--- src/rtl/rb2_link_pkg.sv ---
// Shared definitions for the serial link into Register Bank 2.
//   ADDR_W   : packet address width (RB2 address width)
//   DATA_W   : packet payload width (RB2 word width)
//   NUM_PKT  : valid packets per transfer before done
//   PKT_BITS : total serial bits per packet
//   state_e  : receiver FSM states
package rb2_link_pkg;

  localparam int unsigned ADDR_W   = 3;
  localparam int unsigned DATA_W   = 18;
  localparam int unsigned NUM_PKT  = 8;
  localparam int unsigned PKT_BITS = ADDR_W + DATA_W;

  typedef enum logic [1:0] {
    IDLE,
    SHIFT,
    DONE
  } state_e;

endpackage

--- src/rtl/serial_shift_rx.sv ---
// Serial packet deserializer: shift register plus saturating bit counter.
//   clk, rst  : clock, asynchronous active-high reset
//   en        : receive enable; when low the bit counter is held at zero
//   sen       : packet enable, active-low
//   sd        : serial data, MSB first
//   pkt_valid : high for the one cycle in which sen has returned high after
//               exactly PKT_BITS bits
//   pkt_data  : assembled packet, first received bit in the MSB
module serial_shift_rx #(
  parameter int unsigned PKT_BITS = rb2_link_pkg::PKT_BITS
) (
  input  logic                clk,
  input  logic                rst,
  input  logic                en,
  input  logic                sen,
  input  logic                sd,
  output logic                pkt_valid,
  output logic [PKT_BITS-1:0] pkt_data
);

  // Counter must reach PKT_BITS+1, which marks an overlong packet.
  localparam int unsigned     CNT_W    = $clog2(PKT_BITS + 2);
  localparam logic [CNT_W-1:0] CNT_FULL = CNT_W'(PKT_BITS);
  localparam logic [CNT_W-1:0] CNT_SAT  = CNT_W'(PKT_BITS + 1);

  logic [CNT_W-1:0]    bit_cnt_q, bit_cnt_d;
  logic [PKT_BITS-1:0] sr_q, sr_d;

  always_comb begin
    sr_d      = sr_q;
    bit_cnt_d = bit_cnt_q;
    if (!en) begin
      bit_cnt_d = '0;
    end else if (!sen) begin
      // Bits past PKT_BITS are dropped; the saturated count flags the packet.
      if (bit_cnt_q < CNT_FULL) begin
        sr_d = {sr_q[PKT_BITS-2:0], sd};
      end
      if (bit_cnt_q != CNT_SAT) begin
        bit_cnt_d = bit_cnt_q + 1'b1;
      end
    end else begin
      bit_cnt_d = '0;
    end
  end

  always_ff @(posedge clk or posedge rst) begin
    if (rst) begin
      sr_q      <= '0;
      bit_cnt_q <= '0;
    end else begin
      sr_q      <= sr_d;
      bit_cnt_q <= bit_cnt_d;
    end
  end

  // Combinational so the top can register the write on the very edge that
  // samples the closing sen=1.
  assign pkt_valid = en && sen && (bit_cnt_q == CNT_FULL);
  assign pkt_data  = sr_q;

endmodule

--- src/rtl/rb2_serial_loader.sv ---
// Receiver stage of the serial link: reassembles sen/sd packets into an
// address/word pair and writes them into Register Bank 2 with a one-cycle
// write strobe; raises done after NUM_PKT valid packets.
//   clk    : clock, rising-edge
//   rst    : asynchronous active-high reset
//   sen    : packet enable, active-low
//   sd     : serial data, MSB first
//   RB2_RW : 1 = read/idle, 0 = write strobe
//   RB2_A  : RB2 address
//   RB2_D  : RB2 write data
//   RB2_Q  : RB2 read data (unused)
//   done   : sticky completion flag
module rb2_serial_loader #(
  parameter int unsigned ADDR_W  = rb2_link_pkg::ADDR_W,
  parameter int unsigned DATA_W  = rb2_link_pkg::DATA_W,
  parameter int unsigned NUM_PKT = rb2_link_pkg::NUM_PKT
) (
  input  logic              clk,
  input  logic              rst,
  input  logic              sen,
  input  logic              sd,
  output logic              RB2_RW,
  output logic [ADDR_W-1:0] RB2_A,
  output logic [DATA_W-1:0] RB2_D,
  input  logic [DATA_W-1:0] RB2_Q,
  output logic              done
);

  import rb2_link_pkg::*;

  localparam int unsigned       PKT_W    = ADDR_W + DATA_W;
  localparam int unsigned       PCNT_W   = $clog2(NUM_PKT + 1);
  localparam logic [PCNT_W-1:0] PKT_LAST = PCNT_W'(NUM_PKT);

  state_e              state_q, state_d;
  logic [PCNT_W-1:0]   pkt_cnt_q, pkt_cnt_d;
  logic                rw_q, rw_d;
  logic [ADDR_W-1:0]   a_q, a_d;
  logic [DATA_W-1:0]   d_q, d_d;
  logic                done_q, done_d;

  logic                rx_en;
  logic                pkt_valid;
  logic [PKT_W-1:0]    pkt_data;
  logic                unused_rb2_q;

  assign unused_rb2_q = ^RB2_Q;
  assign rx_en        = (state_q != DONE);

  serial_shift_rx #(
    .PKT_BITS (PKT_W)
  ) u_rx (
    .clk       (clk),
    .rst       (rst),
    .en        (rx_en),
    .sen       (sen),
    .sd        (sd),
    .pkt_valid (pkt_valid),
    .pkt_data  (pkt_data)
  );

  always_comb begin
    state_d   = state_q;
    pkt_cnt_d = pkt_cnt_q;
    rw_d      = 1'b1;
    a_d       = a_q;
    d_d       = d_q;
    done_d    = done_q;
    case (state_q)
      IDLE: begin
        // The last strobe always ends while in IDLE, so completion is
        // detected here on the edge that ends it.
        if (pkt_cnt_q == PKT_LAST) begin
          state_d = DONE;
          done_d  = 1'b1;
        end else if (!sen) begin
          state_d = SHIFT;
        end
      end
      SHIFT: begin
        if (sen) begin
          state_d = IDLE;
          if (pkt_valid) begin
            rw_d      = 1'b0;
            a_d       = pkt_data[PKT_W-1:DATA_W];
            d_d       = pkt_data[DATA_W-1:0];
            pkt_cnt_d = pkt_cnt_q + 1'b1;
          end
        end
      end
      DONE: ;
      default: state_d = IDLE;
    endcase
  end

  always_ff @(posedge clk or posedge rst) begin
    if (rst) begin
      state_q   <= IDLE;
      pkt_cnt_q <= '0;
      rw_q      <= 1'b1;
      a_q       <= '0;
      d_q       <= '0;
      done_q    <= 1'b0;
    end else begin
      state_q   <= state_d;
      pkt_cnt_q <= pkt_cnt_d;
      rw_q      <= rw_d;
      a_q       <= a_d;
      d_q       <= d_d;
      done_q    <= done_d;
    end
  end

  assign RB2_RW = rw_q;
  assign RB2_A  = a_q;
  assign RB2_D  = d_q;
  assign done   = done_q;

endmodule

--- config.mk ---
export PLATFORM = sky130hd
export DESIGN_NAME = rb2_serial_loader
export DESIGN_NICKNAME = d
export VERILOG_FILES = /design/src/rtl/rb2_link_pkg.sv /design/src/rtl/serial_shift_rx.sv /design/src/rtl/rb2_serial_loader.sv
export SDC_FILE = /design/constraint.sdc
export NUM_CORES = 1
export LEC_CHECK = 0
export CAP_MARGIN = 20
export CORE_ASPECT_RATIO = 1.25
export CORE_MARGIN = 5
export CORE_UTILIZATION = 47
export DETAILED_ROUTE_END_ITERATION = 12
export PLACE_DENSITY = 0.75
export SYNTH_ARGS = -nofsm -noshare
export SYNTH_HDL_FRONTEND = slang
export SYNTH_SLANG_ARGS = --single-unit
export TNS_END_PERCENT = 1
--- constraint.sdc ---
create_clock -name clk -period 1.61 [get_ports clk]
set_input_delay 0.161 -clock clk [delete_from_list [all_inputs] [get_ports clk]]
set_output_delay 0.161 -clock clk [all_outputs]
set_load 0.01 [all_outputs]
Yosys cells after proc, flatten, opt, wreduce, memory -nomap -nowiden
Index checks and enable logic that the tools add are counted.

storage, ports and cells
  latch bits = 0
  memories kept = 0
  output and inout port bits = 23
  memory bits (writable) = 0
  input port bits = 22
  bits in read-only memories = 0
  word-level logic and storage cells = 39
  register bits = 55

operators by class
  order comparisons = 1
  div/mod/pow operators = 0
  add/sub/neg operators = 2
  equal/unequal tests = 9
  bitwise logic cells = 2
  shift-type cells = 0
  reduce and logical (&&, ||, !) cells = 7
  mux-type cells = 10
  multiply operators = 0

operator list
  kind                 number
  $mux 5               3
  $reduce_and 3->1     3
  $mux 2               3
  $ne 3x3->1 const B   2
  $pmux 2 s3           1
  $add 5x1->5 const B  1
  $eq 5x5->1 const B   1
  $lt 5x5->1 const B   1
  $ne 5x5->1 const B   1
  $add 4x1->4 const B  1
  $eq 4x4->1 const B   1
  $ne 2x2->1 const B   2
  $mux 1               3
  $eq 2x1->1 const B   1
  $eq 2x2->1 const B   1
  $logic_and 1x1->1    2
  $logic_not 2->1      1
  $not 1->1            2
  $reduce_and 2->1     1

Logic depth before layout (Yosys ltp)
  word-level depth = 6
  mapped depth = 6
  depth with buffers taken out = 5

By module
A second synthesis with hierarchy kept.

unflattened totals
  cell total of the unflattened synthesis = 149
  area total of the unflattened synthesis = 2,367.3 um^2

modules (own cells, without submodules)
  module             cells an instance  instances  sequential area each (um^2)  area each (um^2)
  rb2_serial_loader  73                 1          726.9                        1,201.2
  serial_shift_rx    76                 1          650.6                        1,166.1

Least setup slack after synthesis
Ideal clock, no wire load.

  path kind = flip-flop to flip-flop
  start point = reg u_rx.bit_cnt_q[1]
  end point = reg a_q[2], in the netlist RB2_A[2]
  setup time = 0.127 ns
  period minus slack after synthesis = 1.579 ns
  path slack = 0.031 ns
  path buffers = 1
  arrival time = 1.452 ns
  stages on the path, launching flop included = 7
  required time = 1.483 ns
  path through = dfrtp_1 -> inv_1 -> ha_1 -> nand4b_1 -> nor2_4 -> buf_6 -> mux2_1

between the ends
  word-level cells in the longest chain between the ends = 3

RTL lines
  item                               line                      text
  start: declaration                 serial_shift_rx.sv:26     logic [CNT_W-1:0] bit_cnt_q, bit_cnt_d;
  start signal: assignment           serial_shift_rx.sv:53     bit_cnt_q <= bit_cnt_d;
  $eq 5x5->1                         serial_shift_rx.sv:59     assign pkt_valid = en && sen && (bit_cnt_q == CNT_FULL);
  $logic_and 1x1->1                  serial_shift_rx.sv:59
  $reduce_and 3->1 (no source line)  --
  end signal: assignment             rb2_serial_loader.sv:101  a_q <= '0;
  end signal: assignment             rb2_serial_loader.sv:108  a_q <= a_d;
  end: declaration                   rb2_serial_loader.sv:38   logic [ADDR_W-1:0] a_q, a_d;

Every way passes these cells.
A chain may end at the register's enable or synchronous reset.

Worst setup path in the final report
  start point = reg u_rx.bit_cnt_q[1]
  end point = reg d_q[3], in the netlist RB2_D[3]

between the ends
  word-level cells in the longest chain between the ends = 3

RTL lines
  item                               line                      text
  $eq 5x5->1                         serial_shift_rx.sv:59
  $logic_and 1x1->1                  serial_shift_rx.sv:59
  $reduce_and 3->1 (no source line)  --
  end signal: assignment             rb2_serial_loader.sv:102  d_q <= '0;
  end signal: assignment             rb2_serial_loader.sv:109  d_q <= d_d;
  end: declaration                   rb2_serial_loader.sv:39   logic [DATA_W-1:0] d_q, d_d;

Every way passes these cells.

==> summary.md <==
| Metric | Value |
|---|---|
| Run status | finished, final reports clean |
| Net Sw Frac | 23.0% |
| Most frequent standard cell in the layout excluding fill and tap cells | dfrtp_1 |
| GRT Residual Overflow | 0 |
| Internal power | 1.96 mW |
| Final critical-path setup slack | 0.0229 ns |
| Cells after synthesis | 203 |
| Total clock buffers created by CTS | 5 |
| Global-route wire length before repair | about 8.2 mm |
| Maximum buffer depth of the clock tree | 2 |
| Number of nets in the final layout | 264 |
| I/O Pins | 45 |
| DR iter-0 viols | 120 |
| Pin count of the biggest net entering global routing | 56 |
| 1st-pass router iterations | 4 |
| Net Switching | 586 µW |
| Number of setup violations in the final report | 0 |
| Post-synthesis sequential element count | 55 |
| Width of the chip | 76.9 µm |
| Critical Path Source Type | flop |
| Syn avg cell area | around 13 µm² |
| Endpoint of the most critical register-to-register path | RB2_D[3]$_DFFE_PP0P_ |
| Max transition margin | approximately 72% |
| Required time of the critical path | 1.81 ns |
| Power share of the combinational group | 7.8% |
| Category of cells accounting for the largest share of critical-path delay | flip-flops |
| Net count of the mapped netlist | 230 |
| Inserted Diodes | 0 |
| Power per standard cell area | 788 nW/µm² |
| Number of enable flip-flop cells after synthesis | 0 |
| Vias in the first global route | 1730 |
| RSZ-0062 raised after global routing | true |
| Worst-margin pin slew | 0.426 ns |
| Total count of hold-check failures in the final report | 0 |
| Cell count of the worst reg-to-reg path | 6 |
| Cell leakage power | approximately 1.5 nW |
| Commonest cells after routing, fill and taps aside | dfrtp_1, inv_1, clkdlybuf4s50_1 |
| Synthesized cell area | 2630 µm² |
| Sequence of cells on the critical path | inv_1, ha_1, nand4b_1, nor2_4, buf_12, mux2_1 |
| Minimum clock period | 1.59 ns |
| Share of the core filled with cells | 59.4% |
| Placeable core region | 5440 µm² |
| Die Height | 93.6 µm |
| Post-layout instance count excluding filler cells | 302 |
| Die area | around 7200 µm² |
| Worst clock skew on the final layout | approximately 0.011 ns |
| Seq/Total Area, Yosys | 52.4% |
| Total of fill cells in the finished design | 440 |
| Cell area after layout | 3230 µm² |
| Share of flip-flops with an asynchronous set or reset after synthesis | 100% |
| Routed wire length per instance | 15.6 µm |
| Antenna-violating nets left | 0 |
| Hold_buf cts | 0 |
| Clock tree sinks | 55 |
| Routability congestion estimate from global placement | 0.756 |
| Largest driver fanout on the critical path | 13 |
| Setup Crit Path Kind | reg -> reg |
| Number of antenna violations at the first check in global routing | 0 |
| Clock network latency to the later pin of the worst-skew pair | 0.31 ns |
| Reg-to-reg critical path startpoint | u_rx.bit_cnt_q[1]$_DFFE_PP0P_ |
| Hold slack | 0.207 ns |
| Aggregate global-route resource usage | 13.9% |
| Master of the slowest instance on the critical path | dfrtp_1 |
| R2R Setup Slk | ~0.023 ns |
| Most common flop cell mapped by yosys | dfrtp_1 |
| Clock Tree Root | clkbuf_8 |
| Final worst path period share | 98.6% |
| Post-detailed-placement cell area | 3070 µm² |
| Count of input and output buffers | 26 |
| Synth-to-layout area growth | 23.0% |
| Number of design rule violations left after detail routing | 0 |
| Detail-routed via count per cell | 5.54 |
| Maximum resistive drop on vdd | 414 µV |
| Clock-pin slew reported for the worst setup and hold paths after clock tree synthesis | 0.10 ns |
| Placed cell count | 292 |
| Delay of the slowest critical-path stage | around 0.40 ns |
| Starting utilization of the core area | 48.3% |
| Total routed wirelength | 4.72 mm |
| Placement Rows | 30 |
| Layout cells sized above 1 | a little over a quarter |
| Seq pwr share | a little under three fifths |
| Setup crit end kind | flop |
| Maximum level of the CTS H-tree | 2 |
| Maxcap violations | 0 |
| Worst setup timing slack at the placement stage | -0.113 ns |
| CP Data Arrival Time | 1.79 ns |
| Class of the tightest hold or removal check | in -> async |
| CTS tree | built |
| Maximum frequency from static timing analysis | 630 MHz |
| Bufs and invs on worst path | 2 |
| Number of pins exceeding their max-slew limit in the final report | 0 |
| Vias after detailed routing | about 1.7k |
| Clk network pwr share | a little over a third |
| HPWL after detailed placement | 3.11 mm |
| Total number of yosys warnings | 0 |
| Netlist cell types | 30 |
-- synth_stat cells (4+ instances only) --
cell | number | area, µm²
buf_2 | 5 | 25.0
buf_6 | 4 | 45.0
clkbuf_1 | 5 | 18.8
dfrtp_1 | 54 | 1350
ha_1 | 5 | 62.6
inv_1 | 28 | 105
mux2_1 | 22 | 248
nor2_1 | 5 | 18.8
o31ai_1 | 21 | 158
o32ai_2 | 20 | 325
-- worst register-to-register path: cells and delay by family, from the launching register on --
family | cells | cell delay (ns)
DFF | 1 | 0.40
and+or+nand+nor | 2 | 0.38
muxes | 1 | 0.34
adders and majority gates | 1 | 0.14
buffers and inverters | 2 | 0.22
-- timing repair --
| item | in CTS | in global routing |
|---|---|---|
| setup endpoints to repair | 26 | 22 |
| gates resized for setup | 1 | 9 |
| pin swaps | 0 | 2 |
| setup buffers | 0 | 2 |
-- cells by family (layout without fill, tap and decap cells) --
kind of cell	Yosys count	after routing	share of synthesized area, %
compound gates	49	49	20.6
xor+xnor	6	6	2.00
fa+ha+maj	5	5	2.38
buf+inv	46	81	8.23
flops	55	55	52.4
mux	23	23	9.80
simple gates	19	19	4.57
-- through the flow --
step | TNS, ns | power [mW]
final | 0 | 2.55
after global routing | -0.297 | 2.65
after CTS | 0 | 2.59
after detailed placement | -3.32 | 1.65
after global placement | -2.06 | 1.65
after floorplan | 0 | 1.58
-- power groups by stage --
stage | combinational [mW] | clock [mW] | sequential, mW
floorplan | 0.128 | 0 | 1.45
global placement | 0.197 | 0 | 1.45
detailed placement | 0.201 | 0 | 1.45
CTS | 0.202 | 0.964 | 1.42
global route | 0.220 | 1.01 | 1.43
finish | 0.199 | 0.926 | 1.42
-- worst max-delay path by stage --
stage / cells after the start / startpoint / slack [ns] / end
after floorplan: 6 / u_rx.bit_cnt_q[1]$_DFFE_PP0P_ / 0.03 / RB2_A[2]$_DFFE_PP0P_
after global placement: 4 / state_q[1]$_DFFE_PP0P_ / -0.07 / u_rx.pkt_data[18]$_DFFE_PP0P_
after detailed placement: 4 / state_q[1]$_DFFE_PP0P_ / -0.11 / u_rx.pkt_data[6]$_DFFE_PP0P_
after CTS: 6 / u_rx.bit_cnt_q[1]$_DFFE_PP0P_ / 0.02 / RB2_D[3]$_DFFE_PP0P_
after global routing: 6 / u_rx.bit_cnt_q[1]$_DFFE_PP0P_ / -0.04 / RB2_D[13]$_DFFE_PP0P_
final: 6 / u_rx.bit_cnt_q[1]$_DFFE_PP0P_ / 0.02 / RB2_D[3]$_DFFE_PP0P_
-- sequential cells by signal, summed over array words and instances (netlist names) --
name and count:
RB2_D 18, state_q 2, RB2_A 3, u_rx.bit_cnt_q 5, RB2_RW 1, u_rx.pkt_data 21, done 1, pkt_cnt_q 4
-- per-layer routing --
metal / part of all wire [%] / global-route usage, %
met3: 3.3 / 2.70
met2: 50 / 24.0
met1: 45 / 17.3
met5: 0 / 0
met4: 1.6 / 4.81
-- final cells by class --
| cell class | count | area, µm² | share of cell area, % |
|---|---|---|---|
| Inverter | 29 | 109 | 3.37 |
| Tap cell | 64 | 80.1 | 2.48 |
| Clock inverter | 3 | 46.3 | 1.43 |
| Clock buffer | 5 | 68.8 | 2.13 |
| Timing Repair Buffer | 44 | 470 | 14.5 |
| Multi-Input combinational cell | 102 | 1080 | 33.5 |
| Sequential cell | 55 | 1380 | 42.6 |
(Power assumes the default switching activity.)
